<file path="config.mk">
export PLATFORM = sky130hd
export DESIGN_NAME = gf180mcu_tribus_rx
export DESIGN_NICKNAME = d
export VERILOG_FILES = /design/src/rtl/gf180mcu_tribus_pkg.sv /design/src/rtl/gf180mcu_tribus_fifo.sv /design/src/rtl/gf180mcu_tribus_rx.sv
export SDC_FILE = /design/constraint.sdc
export NUM_CORES = 1
export LEC_CHECK = 0
export CORE_MARGIN = 2
export CORE_UTILIZATION = 50
export DETAILED_ROUTE_END_ITERATION = 16
export GPL_TIMING_DRIVEN = 0
export HOLD_SLACK_MARGIN = 0.12
export PLACE_DENSITY = 0.77
export SLEW_MARGIN = 0
export SYNTH_ARGS = -nofsm -noshare
export SYNTH_HDL_FRONTEND = slang
export SYNTH_SLANG_ARGS = --single-unit
</file>
<file path="constraint.sdc">
create_clock -name CLK -period 5.9 [get_ports CLK]
set_input_delay 1.18 -clock CLK [delete_from_list [all_inputs] [get_ports CLK]]
set_output_delay 1.18 -clock CLK [all_outputs]
set_load 0.01 [all_outputs]
</file>
<file path="src/rtl/gf180mcu_tribus_pkg.sv">
// Shared types and helpers for the tristate-bus receiver: FSM state encoding,
// glitch counter width and the even-parity helper.
package gf180mcu_tribus_pkg;

  typedef enum logic [1:0] {
    IDLE   = 2'd0,
    SETTLE = 2'd1,
    SAMPLE = 2'd2,
    REL    = 2'd3
  } state_t;

  localparam int GCNT_W = 4;

  // Even parity of a word; narrower words are zero-extended by the caller.
  function automatic logic even_par(input logic [63:0] d);
    return ^d;
  endfunction

endpackage

</file>
<file path="src/rtl/gf180mcu_tribus_fifo.sv">
// Synchronous FIFO with simultaneous push/pop, async active-low reset on control.
// The head output falls back to the last popped word while the FIFO is empty.
module gf180mcu_tribus_fifo #(
  parameter int W     = 8,
  parameter int DEPTH = 4
) (
  input  logic                     CLK,
  input  logic                     RN,
  input  logic                     push_req,
  input  logic                     pop_req,
  input  logic [W-1:0]             wdata,
  output logic [W-1:0]             rdata,
  output logic                     full,
  output logic                     empty,
  output logic [$clog2(DEPTH):0]   count,
  output logic [$clog2(DEPTH):0]   count_nxt
);

  localparam int AW = $clog2(DEPTH);
  localparam int PW = AW + 1;

  logic [W-1:0]  mem [DEPTH];
  logic [PW-1:0] wr_ptr, rd_ptr;
  logic [W-1:0]  last_q;
  logic          push, pop;

  assign count     = wr_ptr - rd_ptr;
  assign full      = (count == PW'(DEPTH));
  assign empty     = (count == '0);
  assign pop       = pop_req && !empty;
  // A pop frees the slot in the same cycle, so a full FIFO can still accept.
  assign push      = push_req && (!full || pop);
  assign count_nxt = count + PW'(push) - PW'(pop);
  assign rdata     = empty ? last_q : mem[rd_ptr[AW-1:0]];

  always_ff @(posedge CLK) begin
    if (push) mem[wr_ptr[AW-1:0]] <= wdata;
  end

  always_ff @(posedge CLK or negedge RN) begin
    if (!RN) begin
      wr_ptr <= '0;
      rd_ptr <= '0;
      last_q <= '0;
    end else begin
      if (push) wr_ptr <= wr_ptr + PW'(1);
      if (pop) begin
        rd_ptr <= rd_ptr + PW'(1);
        last_q <= mem[rd_ptr[AW-1:0]];
      end
    end
  end

endmodule

</file>
<file path="src/rtl/gf180mcu_tribus_rx.sv">
// Tristate bus receiver: settle, capture one re-inverted word per drive window,
// keep it and queue it. Optional parity check enabled by TRIBUS_RX_PARITY_EN.
module gf180mcu_tribus_rx
  import gf180mcu_tribus_pkg::*;
#(
  parameter int W          = 8,
  parameter int DEPTH      = 4,
  parameter int SETTLE_CYC = 2
) (
  input  logic              CLK,
  input  logic              RN,
  input  logic [W-1:0]      BUS_ZN,
  input  logic              DRV,
`ifdef TRIBUS_RX_PARITY_EN
  input  logic              BUS_PZN,
  output logic              PERR,
`endif
  output logic              BUSY,
  output logic [W-1:0]      KEEP,
  output logic [W-1:0]      O_DATA,
  output logic              O_VLD,
  input  logic              O_RDY,
  output logic [GCNT_W-1:0] GLITCH_CNT,
  output logic              OVF
);

  localparam int AW    = $clog2(DEPTH);
  localparam int PW    = AW + 1;
  localparam int CNT_W = 4;

  state_t           state_q, state_d;
  logic [CNT_W-1:0] cnt_q, cnt_d;
  logic             glitch_hit, sample, par_bad, push_req;
  logic             full, empty, fifo_pop;
  logic [PW-1:0]    count, count_nxt;
  logic [W-1:0]     word;

  function automatic logic [GCNT_W-1:0] sat_inc(input logic [GCNT_W-1:0] v);
    return (&v) ? v : v + GCNT_W'(1);
  endfunction

  assign word = ~BUS_ZN;

`ifdef TRIBUS_RX_PARITY_EN
  assign par_bad = (even_par(64'(word)) != ~BUS_PZN);
`else
  assign par_bad = 1'b0;
`endif

  assign push_req = sample && !par_bad;
  assign fifo_pop = O_RDY && !empty;
  assign O_VLD    = !empty;

  always_comb begin
    state_d    = state_q;
    cnt_d      = cnt_q;
    glitch_hit = 1'b0;
    sample     = 1'b0;
    case (state_q)
      IDLE: begin
        if (DRV) begin
          state_d = SETTLE;
          cnt_d   = CNT_W'(SETTLE_CYC - 1);
        end
      end
      SETTLE: begin
        if (!DRV) begin
          glitch_hit = 1'b1;
          state_d    = IDLE;
        end else if (cnt_q == '0) begin
          state_d = SAMPLE;
        end else begin
          cnt_d = cnt_q - CNT_W'(1);
        end
      end
      SAMPLE: begin
        sample  = 1'b1;
        state_d = REL;
      end
      REL: begin
        if (!DRV) state_d = IDLE;
      end
      default: state_d = IDLE;
    endcase
  end

  // Control and captured-state registers
  always_ff @(posedge CLK or negedge RN) begin
    if (!RN) begin
      state_q    <= IDLE;
      cnt_q      <= '0;
      KEEP       <= '0;
      GLITCH_CNT <= '0;
      OVF        <= 1'b0;
      BUSY       <= 1'b0;
`ifdef TRIBUS_RX_PARITY_EN
      PERR       <= 1'b0;
`endif
    end else begin
      state_q <= state_d;
      cnt_q   <= cnt_d;
      BUSY    <= (count_nxt >= PW'(DEPTH - 1));
      if (push_req) KEEP <= word;
      if (glitch_hit) GLITCH_CNT <= sat_inc(GLITCH_CNT);
      if (push_req && full && !fifo_pop) OVF <= 1'b1;
`ifdef TRIBUS_RX_PARITY_EN
      if (sample && par_bad) PERR <= 1'b1;
`endif
    end
  end

  gf180mcu_tribus_fifo #(
    .W     (W),
    .DEPTH (DEPTH)
  ) u_fifo (
    .CLK       (CLK),
    .RN        (RN),
    .push_req  (push_req),
    .pop_req   (O_RDY),
    .wdata     (word),
    .rdata     (O_DATA),
    .full      (full),
    .empty     (empty),
    .count     (count),
    .count_nxt (count_nxt)
  );

endmodule

</file>
Yosys cells after proc, flatten, opt, wreduce, memory -nomap -nowiden:

Memories as Yosys holds them, arrays and structs flattened.
Cells that the tools add are included.

* bits in registers: 34
* word-level logic and storage cells: 60
* input port bits: 12
* memory bits (read-only): 0
* output and inout port bits: 23
* memories: 1
* RAM bits: 32
* latch bits: 0

* mux-type cells: 15
* div/mod/pow operators: 0
* magnitude comparators: 1
* add/sub/neg operators: 7
* multipliers: 0
* bitwise gates (word level): 2
* reduce and logical (&&, ||, !) cells: 16
* equal/unequal tests: 9
* shift operators: 0

Memories
* u_fifo.mem: words 4, width 8, read ports 1, clocked after memory_dff 0, write ports 1, line gf180mcu_tribus_fifo.sv:22 `logic [W-1:0] mem [DEPTH];`

Operators by type and width (number)
* 4-bit two-way mux: 3
* 2-bit two-way mux: 4
* 8-bit two-way mux: 1
* 2-bit inequality test (second input constant): 4
* 8-bit inverter: 1
* 2-bit one-hot mux with 4 select lines: 1
* 4-bit one-hot mux with 2 select lines: 1
* 4-bit AND reduction: 2
* 3-bit by 1-bit adder with 3-bit output (second input constant): 2
* 1-bit two-way mux: 5
* 4-bit by 1-bit adder with 4-bit output (second input constant): 1
* 2-bit == test (second input constant): 2
* 1-bit logical AND: 4
* 4-bit zero test: 1
* 4-bit by 1-bit subtractor with 4-bit output (second input constant): 1
* 3-bit by 1-bit adder with 3-bit output: 1
* 3-bit == test (second input constant): 1
* 3-bit by 2-bit >= comparator with 1-bit output (second input constant): 1
* 1-bit zero test: 3
* 3-bit zero test: 1
* 3-bit inequality test (second input constant): 1
* 3-bit AND reduction: 1
* 3-bit by 1-bit subtractor with 3-bit output: 1
* 3-bit subtractor: 1
* 6 further kinds: 6

Longest topological paths before layout:

Gate-level depths: netlist of the first run.

* word-level depth: 9
* gate-level depth with buffers: 14
* depth with buffers taken out: 13

Hierarchy:

A second synthesis of the first run with hierarchy kept.

* cells, all modules: 206
* area total of the unflattened synthesis: 2994.1 um^2

Modules (own cells, without submodules)
* gf180mcu_tribus_fifo: cells each 116, instances 1, area an instance 2069.5 um^2
* gf180mcu_tribus_rx: cells each 90, instances 1, area an instance 924.6 um^2

Worst setup path after synthesis of the first run:

Ideal clock, no wire load.

* kind: register -> output
* start: register u_fifo.wr_ptr[0]
* end: output port O_DATA[0]
* setup slack: 2751 ps
* stages on the path, launching flop included: 7
* data arrival time: 1969 ps
* path through: dfrtp_1 inv_1 ha_1 fa_1 nand2_1 nor2_4 mux2_2

* cells in the longest elaborated chain, start to end: 3

RTL lines
* start, declared: line gf180mcu_tribus_fifo.sv:23 `logic [PW-1:0] wr_ptr, rd_ptr;`
* start signal, assigned: line gf180mcu_tribus_fifo.sv:46 `if (push) wr_ptr <= wr_ptr + PW'(1);`
* 3-bit subtractor: line gf180mcu_tribus_fifo.sv:27 `assign count = wr_ptr - rd_ptr;`
* 3-bit zero test: line gf180mcu_tribus_fifo.sv:29 `assign empty = (count == '0);`
* 8-bit two-way mux: line gf180mcu_tribus_fifo.sv:34 `assign rdata = empty ? last_q : mem[rd_ptr[AW-1:0]];`
* end, declared: line gf180mcu_tribus_rx.sv:20 `output logic [W-1:0] O_DATA,`

No other way between the ends.

Worst setup path in the final report of the first run:

Same ends and word-level chain as after synthesis.

==> metrics.md, run 1 <==
| Metric | Value |
|---|---|
| Chip width | 80.7 µm |
| Top delay family on crit path | adder cells |
| Vias in the first global route | 1644 |
| Worst ir drop on vdd | 0.322 mV |
| Register area share after synthesis | 61.6% |
| Synth Net Count | 223 |
| Synth Register Bits | 66 |
| Synth Flop Type | dfrtp_1 |
| Initial antenna violation count | 0 |
| Synth warn | 0 |
| Total CTS buffers | 9 |
| Pre-CTS setup slack | 2130 ps |
| GRT Overall Usage | 17.8% |
| Power per cell area | 613 nW/µm² |
| Leak | 1.48 nW |
| Total grt overflow | 0 |
| Worst path cell trace | inv_1 > ha_1 > fa_1 > nand2_1 > nor2_4 > mux2_2 > clkdlybuf4s50_1 |
| Final core utilization | 64.7% |
| EDFF count, synth | 32 |
| Largest net degree at the start of global routing | 35 |
| Most frequent cells in the layout | dfrtp_1, clkdlybuf4s50_1, edfxtp_1, inv_1, nand2_1 |
| Max-slew violations | 0 |
| Clock sink count | 66 |
| # Max-Cap Violations | 0 |
| Wire per inst | 15.4 µm |
| RSZ-0062 raised after global routing | no |
| Final setup viols | 0 |
| Antenna cells | 0 |
| CTS root buf | clkbuf_8 |
| Slowest cell on the critical path | fa_1 |
| Max transition margin | 48.6% |
| Final wirelength | 4930 µm |
| Min-delay src | OVF |
| Synth unique cells | 36 |
| Final Cycle Share | 70.1% |
| Startpoint Class | flip-flop |
| Hpwl dp | 3360 µm |
| GP Congestion | 0.761 |
| Drt initial violations | 82 |
| Cells after Synth | 198 |
| CP Capture Type | output pin |
| Setup TNS | 0 ps |
| First-pass iteration count of the detailed router | 4 |
| Worst Path Required | 4720 ps |
| Reg2Reg Setup Slack | 2570 ps |
| CTS tree | yes |
| Worst-skew pair later-pin latency | 330 ps |
| Die Footprint | 6510 µm² |
| Via count | 1640 |
| Post-synth ARST share | 51.5% |
| Post-Syn Area | 2940 µm² |
| Die H | 80.7 µm |
| Core area | 5610 µm² |
| IO Port Bufs | 34 |
| Gates resized, CTS repair | 0 |
| Layout cell share with drive strength beyond 1 | 17.3% |
| Starting density of the core | 52.4% |
| CTS H-Tree Depth | 3 |
| First-pass GRT wire length | 8190 µm |
| Final WS setup | 1760 ps |
| Slew @ Worst Pin | 771 ps |
| Clk slew on worst S/H paths | 70 ps |
| Hold_buf cts | 0 |
| Avg Cell Area, Syn | 14.8 µm² |
| Number of vias per cell | 5.13 |
| Outcome | finished, final reports clean |
| Buf/Inv on CP | 2 |
| Crit Path Max Fanout | 9 |
| Fin crit period | 4140 ps |
| # DRC | 0 |
| CTS Buffer Depth | 2 |
| Crit path launch | u_fifo.wr_ptr[0] |
| ANT nets after route | 0 |
| Max Clock Freq | 242 MHz |
| Data arrival, critical path | 2960 ps |
| Most common cell after layout, fill and taps aside | dfrtp_1 |
| Final Hold Vio Count | 0 |
| Clock skew | 9.28 ps |
| HP Class | flip-flop to flip-flop |
| Post-layout net count | 268 |
| Area Growth Syn to Fin | 23.5% |
| Rows | 27 |
| Crit path kind | flip-flop to output pin |
| I/O pin cnt | 35 |
| Max incr delay on CP | 600 ps |
| Post-CTS Repair Setup Buffers | 0 |
| Worst r2r src | u_fifo.wr_ptr[0] |
## worst reg2reg max path, stage by stage, from the launching register on
cell     delay, ps
dfrtp_1        370
inv_1          110
ha_1           210
fa_1           600
nand2_1        190
o21ai_2        220
buf_6          180
inv_1           60
ha_1           270
inv_1           40
ha_1           180
fa_1           390
xnor2_1        190
xnor2_1        140
nand2_1         70
## power breakdown
group	total [mW]	switching (mW)	internal, mW
Clock	0.499	0.164	0.335
Combinational	1.03	0.459	0.567
Sequential	0.703	0.0838	0.619
## final cells by class
class,instances,area (µm²)
multi-input cells,106,1020
repair buffers,34,335
plain buffers,5,27.5
well taps,72,90.1
inverters,21,78.8
flip-flops and latches,66,1810
clock inverters,5,125
fillers,429,1980
clock buffers,11,141
## cell usage after synthesis (all sizes together), types with 2 or more instances
library cell,number,area [µm²]
o21ai,12,63.8
a21oi,3,18.8
nand2b,4,25.0
mux2,20,225
inv,21,78.8
or4,2,15.0
and2,3,18.8
xnor2,9,78.8
buf,2,15.0
edfxtp,32,961
dfrtp,34,851
ha,11,138
fa,2,40.0
nand2,14,52.6
clkbuf,3,12.5
nor2,3,18.8
nand3,3,15.0
mux4,8,180
## per-layer routing
metal  track usage [%]  part of all wire [%]  vias up  routed length, µm
met2              26.7                    48       24               2380
met3              4.83                   3.0        9                148
met1              24.1                    47      812               2320
met4              8.64                   1.7        0                 86
li1                  -                     -      795                  -
met5                 0                     0        -                  0
## logic make-up after synthesis
family	count (synthesis)	synth area share, %
multiplexers	29	14.1
AO/OA/AOI/OAI	19	3.92
adder cells (fa/ha/maj)	13	6.05
buffers and inverters	26	3.62
flip-flops	66	61.6
AND/OR/NAND/NOR	34	6.34
XOR/XNOR	11	4.30
## flip-flops by register name, summed over array words and instances (netlist names), named ones only
signal / cells
OVF: 1
state_q: 1
u_fifo.wr_ptr: 3
u_fifo.last_q: 8
u_fifo.mem: 32
u_fifo.rd_ptr: 3
KEEP: 8
cnt_q: 4
GLITCH_CNT: 4
BUSY: 1
## per-stage QoR
stage / hold slack [ps] / instance area, µm² / instances / power, mW
after global routing: 515 / 3630 / 320 / 2.39
final: 482 / 3630 / 320 / 2.23
after floorplan: 459 / 2940 / 198 / 1.38
after detailed placement: 465 / 3360 / 304 / 1.74
after CTS: 481 / 3630 / 320 / 2.26
after global placement: 459 / 3370 / 304 / 1.72
## final timing paths
path / to / cells past startpoint
worst max-delay path: O_DATA[0] / 7
worst min-delay path: OVF / 2
max in group asynchronous: KEEP[1] / 1
min in group asynchronous: GLITCH_CNT[1] / 1
worst min register to register: OVF / 2
worst max register to register: BUSY / 14
Power figures use the tool's default switching activity.
==> run 2, diff against run 1 <==
--- a/config.mk
+++ b/config.mk
@@ -10,7 +10,7 @@
 export DETAILED_ROUTE_END_ITERATION = 16
 export GPL_TIMING_DRIVEN = 0
 export HOLD_SLACK_MARGIN = 0.12
-export PLACE_DENSITY = 0.77
+export PLACE_DENSITY = 0.8
 export SLEW_MARGIN = 0
 export SYNTH_ARGS = -nofsm -noshare
 export SYNTH_HDL_FRONTEND = slang
==> constraint.sdc (replaced) <==
create_clock -name CLK -period 3.77 [get_ports CLK]
set_input_delay 0.754 -clock CLK [delete_from_list [all_inputs] [get_ports CLK]]
set_output_delay 0.754 -clock CLK [all_outputs]
set_load 0.01 [all_outputs]
==> run 2 against run 1 <==
  * Design area about the same
  * Core utilization about the same
  * Register-to-register slack worse by 2100 ps
  * Critical path type unchanged
  * Sequential power up 56%
  * Cell count up 0.31%
  * Non-clock buffer count unchanged
  * Wire length up 5.2%
  * Total power up 58%
  * Clock skew down 1.3 ps
  * Highest routed layer unchanged
  * Clock power up 51%
  * Setup slack worse by 1600 ps
==> metrics.md, run 2 (synthesis results as in run 1) <==
| Metric | Value |
|---|---|
| Outcome | finished, final reports clean (unchanged) |
| Wire per inst | 16.2 µm (was 15.4 µm) |
| First-pass GRT wire length | 8480 µm (was 8190 µm) |
| Gate power share | 47.4% (was 46.1%) |
| Final WS setup | 180 ps (was 1760 ps) |
| Data arrival, critical path | 2840 ps (was 2960 ps) |
| Max-slew violations | 0 (unchanged) |
| Drt initial violations | 75 (was 82) |
| Setup TNS | 0 ps (unchanged) |
| Via count | 1651 (was 1640) |
| Crit path kind | flip-flop to output pin (unchanged) |
| Hpwl dp | 3430 µm (was 3360 µm) |
| CP Capture Type | output pin (unchanged) |
| Final wirelength | 5190 µm (was 4930 µm) |
| Die Footprint | 6510 µm² (unchanged) |
| RSZ-0062 raised after global routing | no (unchanged) |
| Most frequent cells in the layout | dfrtp_1, clkdlybuf4s50_1, edfxtp_1, inv_1, nand2_1 (unchanged) |
| Rows | 27 (unchanged) |
| I/O pin cnt | 35 (unchanged) |
| CTS Buffer Depth | 2 (unchanged) |
| Core area | 5610 µm² (unchanged) |
| Clk slew on worst S/H paths | 70 ps (about the same) |
| Power per cell area | 968 nW/µm² (was 613 nW/µm²) |
| Max transition margin | 48.8% (was 48.6%) |
| Slew @ Worst Pin | 768 ps (was 771 ps) |
| # DRC | 0 (unchanged) |
| Hold Path Cell Cnt | 2 (unchanged) |
| Hold WS | 472 ps (was 482 ps) |
| Post-CTS Repair Setup Buffers | 0 (unchanged) |
| Max reg flops | 32 (unchanged) |
| Reg2Reg Setup Slack | 520 ps (was 2570 ps) |
| Worst R2R End | BUSY (unchanged) |
| Layout cell share with drive strength beyond 1 | 18.5% (was 17.3%) |
| Worst-skew pair later-pin latency | 340 ps (was 330 ps) |
| Fin crit period | 3590 ps |
| IO Port Bufs | 34 (unchanged) |
| Worst r2r src | u_fifo.wr_ptr[0] (unchanged) |
| Leak | 1.47 nW (was 1.48 nW) |
| CTS H-Tree Depth | 3 (unchanged) |
| Die H | 80.7 µm (unchanged) |
| Clock skew | 8.01 ps (was 9.28 ps) |
| Final Cycle Share | 95.2% |
| Total CTS buffers | 9 (unchanged) |
| Startpoint Class | flip-flop (unchanged) |
| Reg2reg path depth | 14 (unchanged) |
| Post-layout net count | 269 (was 268) |
| Worst ir drop on vdd | 0.568 mV (was 0.322 mV) |
| GP Congestion | 0.778 (was 0.761) |
| Starting density of the core | 52.4% (unchanged) |
| # Max-Cap Violations | 0 (unchanged) |
| Min-delay src | OVF (unchanged) |
| Internal power | 2.35 mW (was 1.52 mW) |
| Sequential Power Share | 31.2% (was 31.6%) |
| CTS root buf | clkbuf_8 (unchanged) |
| Vias in the first global route | 1712 (was 1644) |
| Worst Path Required | 3020 ps (was 4720 ps) |
| ANT nets after route | 0 (unchanged) |
| Chip width | 80.7 µm (unchanged) |
| Final setup viols | 0 (unchanged) |
| Final Hold Vio Count | 0 (unchanged) |
| Max Clock Freq | 279 MHz |
| Initial antenna violation count | 0 (unchanged) |
| Pre-CTS setup slack | 387 ps (was 2130 ps) |
| Area Growth Syn to Fin | 23.6% (was 23.5%) |
| Total grt overflow | 0 (unchanged) |
| Number of vias per cell | 5.14 (was 5.13) |
| Switching share of power | 33.3% (was 31.7%) |
| GRT Overall Usage | 18.3% (was 17.8%) |
| Worst-case hold path end point | OVF (unchanged) |
| First-pass iteration count of the detailed router | 4 (unchanged) |
| Crit Path Max Fanout | 6 (was 9) |
| CTS tree | yes (unchanged) |
| HP Class | flip-flop to flip-flop (unchanged) |
| Most common cell after layout, fill and taps aside | dfrtp_1 (unchanged) |
| Clock sink count | 66 (unchanged) |
| Antenna cells | 0 (unchanged) |
| Final core utilization | 64.8% (was 64.7%) |
| Switch Pwr | 1.17 mW (was 0.707 mW) |
| Clock power frac | 21.4% (was 22.4%) |
| Largest net degree at the start of global routing | 35 (unchanged) |
==> run 2: worst max-delay path by stage <==
stage / start / to / slack [ps] / cells after the start
final: u_fifo.wr_ptr[0] / O_DATA[5] / 180 / 7
after global routing: u_fifo.wr_ptr[0] / O_DATA[4] / 40 / 7
after global placement: u_fifo.wr_ptr[0] / O_DATA[5] / 430 / 7
after CTS: u_fifo.wr_ptr[0] / O_DATA[5] / 20 / 7
after floorplan: u_fifo.wr_ptr[0] / BUSY / 720 / 14
after detailed placement: u_fifo.wr_ptr[0] / O_DATA[6] / 390 / 7
==> run 2: final cells by class <==
type | instances | area [µm²]
buffer | 5 | 27.5
clock buffer | 12 | 155
clock inverter | 4 | 97.6
fill | 429 | 1970
inverter | 21 | 78.8
multi-input combinational | 107 | 1040
sequential | 66 | 1810
tap | 72 | 90.1
timing repair buffer | 34 | 335
==> run 2: timing repair <==
action,4_1_cts,5_1_grt
setup endpoints to repair,0,8
resized for setup,0,3
hold buffers,0,0
==> run 2: metrics by stage <==
step,total power [mW],std cells,area (µm²)
after floorplan,2.16,198,2940
after global placement,2.67,304,3370
after detailed placement,2.73,304,3360
after CTS,3.49,320,3620
after global routing,3.76,321,3630
final,3.52,321,3630
==> run 2: worst max-delay path: stages (launching register included) <==
cell and delay, ps:
dfrtp_1 380, inv_1 110, ha_1 210, fa_2 360
xor3_2 360, nor2_4 240, mux2_2 360, clkdlybuf4s50_1 480
==> run 2: power groups by stage <==
| stage | Clock, mW | Combinational (mW) | Sequential (mW) |
|---|---|---|---|
| after detailed placement | 0 | 1.62 | 1.11 |
| after floorplan | 0 | 1.04 | 1.12 |
| after global routing | 0.794 | 1.83 | 1.13 |
| after CTS | 0.762 | 1.63 | 1.10 |
| final | 0.753 | 1.67 | 1.10 |
| after global placement | 0 | 1.57 | 1.10 |
==> run 2: metal layers <==
| metal | global-route usage [%] | vias to the layer above | wire, µm |
|---|---|---|---|
| met5 | 0 | - | 0 |
| met4 | 8.81 | 0 | 79 |
| met3 | 4.94 | 7 | 174 |
| met2 | 27.3 | 32 | 2500 |
| met1 | 24.9 | 818 | 2440 |
| li1 | - | 794 | - |
==> run 3, diff against run 2 <==
--- a/config.mk
+++ b/config.mk
@@ -5,8 +5,10 @@
 export SDC_FILE = /design/constraint.sdc
 export NUM_CORES = 1
 export LEC_CHECK = 0
+export CORE_ASPECT_RATIO = 2
 export CORE_MARGIN = 2
 export CORE_UTILIZATION = 50
+export CTS_CLUSTER_SIZE = 28
 export DETAILED_ROUTE_END_ITERATION = 16
 export GPL_TIMING_DRIVEN = 0
 export HOLD_SLACK_MARGIN = 0.12
==> run 3 against run 2 <==
  * Clock power fell by 8.0%
  * Critical path depth is 1 higher
  * Cell count down 3.1%
  * Critical path type unchanged
  * Die area grew 0.57%
  * Combinational power hardly changed
  * Clock skew is 0.94 ps higher
  * First-iteration DRC count fell by 45%
  * Global-route usage shrank 0.087 points
  * Flip-flop and latch count is the same
==> metrics.md, run 3 (synthesis results as in run 1) <==
| Metric | Value |
|---|---|
| Initial antenna violation count | 0 (unchanged) |
| Final wirelength | 5120 µm (was 5190 µm) |
| First-pass iteration count of the detailed router | 4 (unchanged) |
| # DRC | 0 (unchanged) |
| GRT Overall Usage | 18.2% (was 18.3%) |
| Die Footprint | 6540 µm² (was 6510 µm²) |
| Max Clock Freq | 278 MHz (was 279 MHz) |
| Area Growth Syn to Fin | 23.3% (was 23.6%) |
| Outcome | finished, final reports clean (unchanged) |
| Worst ir drop on vdd | 0.609 mV (was 0.568 mV) |
| Die H | 112 µm (was 80.7 µm) |
| Max transition margin | 46.9% (was 48.8%) |
| Final setup viols | 0 (unchanged) |
| Hold WS | 486 ps (was 472 ps) |
| RSZ-0062 raised after global routing | no (unchanged) |
| Slew @ Worst Pin | 796 ps (was 768 ps) |
| I/O pin cnt | 35 (unchanged) |
| Leak | 1.48 nW (was 1.47 nW) |
| # Max-Cap Violations | 0 (unchanged) |
| Power per cell area | 956 nW/µm² (was 968 nW/µm²) |
| Most frequent cells in the layout | dfrtp_1, clkdlybuf4s50_1, edfxtp_1, inv_1, nand2_1 (unchanged) |
| Area of the multi-input gates | 1030 µm² (was 1040 µm²) |
| Total CTS buffers | 9 (unchanged) |
| Max-slew violations | 0 (unchanged) |
| Clock sink count | 66 (unchanged) |
| Total grt overflow | 0 (unchanged) |
| Largest net degree at the start of global routing | 35 (unchanged) |
| Max reg flops | 32 (unchanged) |
| Crit Path Max Fanout | 5 (was 6) |
| Antenna cells | 0 (unchanged) |
| Vias in the first global route | 1959 (was 1712) |
| Sequential cell area | 1810 µm² (unchanged) |
| Number of vias per cell | 5.41 (was 5.14) |
| CTS root buf | clkbuf_16 (was clkbuf_8) |
| IO Port Bufs | 34 (unchanged) |
| Layout cell share with drive strength beyond 1 | 16.8% (was 18.5%) |
| Starting density of the core | 51.5% (was 52.4%) |
| CTS H-Tree Depth | 3 (unchanged) |
| Via count | 1684 (was 1651) |
| Clock skew | 8.95 ps (was 8.01 ps) |
| Hold_buf cts | 0 (unchanged) |
| Crit path kind | flip-flop to output pin (unchanged) |
| Fin crit period | 3600 ps (was 3590 ps) |
| Final Hold Vio Count | 0 (unchanged) |
| Data arrival, critical path | 2850 ps (was 2840 ps) |
| Chip width | 58.2 µm (was 80.7 µm) |
| Post-layout net count | 271 (was 269) |
| GP Congestion | 0.740 (was 0.778) |
| Fill cell count | 413 (was 429) |
| Worst Path Required | 3020 ps (about the same) |
| Clk slew on worst S/H paths | 50 ps (was 70 ps) |
| Wire per inst | 16.5 µm (was 16.2 µm) |
| Most common cell after layout, fill and taps aside | dfrtp_1 (unchanged) |
| First-pass GRT wire length | 8840 µm (was 8480 µm) |
| Setup TNS | 0 ps (unchanged) |
| Core area | 5710 µm² (was 5610 µm²) |
| CP Capture Type | output pin (unchanged) |
| HP Class | flip-flop to flip-flop (unchanged) |
| Final Cycle Share | 95.5% (was 95.2%) |
| CTS Buffer Depth | 2 (unchanged) |
| Drt initial violations | 41 (was 75) |
| CTS tree | yes (unchanged) |
| Startpoint Class | flip-flop (unchanged) |
| Hpwl dp | 3650 µm (was 3430 µm) |
| Worst-skew pair later-pin latency | 320 ps (was 340 ps) |
| Rows | 39 (was 27) |
| ANT nets after route | 0 (unchanged) |
## run 3: changes by cell type in the layout (fill, tap and decap cells not counted)
cell | before | now
buf_4 | 0 | 2
bufinv_16 | 3 | 0
clkbuf_1 | 3 | 7
clkbuf_16 | 0 | 9
clkbuf_2 | 1 | 2
clkbuf_8 | 11 | 0
clkinv_1 | 0 | 1
clkinvlp_4 | 1 | 0
nor2_4 | 2 | 1
## run 3: path summary, 6_finish.rpt
kind,slack [ps],end,depth (start not counted),startpoint
worst max-delay path,170,O_DATA[0],8,u_fifo.wr_ptr[0]
worst min-delay path,490,KEEP[2],2,KEEP[2]
worst max register to register,510,BUSY,14,u_fifo.wr_ptr[0]
worst min register to register,490,KEEP[2],2,KEEP[2]
max in group asynchronous,2730,KEEP[4],1,RN
min in group asynchronous,520,GLITCH_CNT[0],1,RN
## run 3: power breakdown
| group | switching (mW) | leakage (nW) | internal, mW |
|---|---|---|---|
| Clock | 0.254 | 0.118 | 0.438 |
| Sequential | 0.135 | 0.692 | 0.972 |
| Combinational | 0.739 | 0.669 | 0.925 |
## run 3: routing by layer
metal	GRT usage, %	vias up	routed length, µm
met5	0	-	0
met4	9.15	0	106
met3	4.15	9	130
met2	33.2	26	3000
met1	18.6	846	1890
li1	-	803	-
## run 3: area by class of cell
cell class,instances,area share [%]
inverters,21,2.18
clock buffers,14,6.73
well taps,61,2.11
plain buffers,5,0.760
repair buffers,37,9.81
multi-input cells,106,28.3
flip-flops and latches,66,50.0
clock inverters,1,0.104
## run 3: worst max-delay path: stages (launching register included)
cell and delay (ps):
dfrtp_1 380, inv_1 120, ha_1 210, fa_2 600, nand2_2 120, nor2_4 120
buf_4 150, mux2_2 350, clkdlybuf4s50_1 480
## run 3: timing repair
| item | 4_1_cts | 5_1_grt |
|---|---|---|
| endpoints found under the setup margin | 1 | 8 |
| buffers inserted | 0 | 3 |
| pin swaps | 1 | 1 |
| resized for setup | 0 | 2 |
## run 3: through the flow
stage	area [µm²]	power [mW]	worst slack (ps)	instances	util, %
after global routing	3620	3.73	34.3	311	63.5
final	3620	3.46	169	311	63.5
after CTS	3600	3.46	13.8	308	63.0
after global placement	3360	2.68	387	293	58.8
after floorplan	2940	2.16	716	198	-
after detailed placement	3350	2.75	337	293	58.7
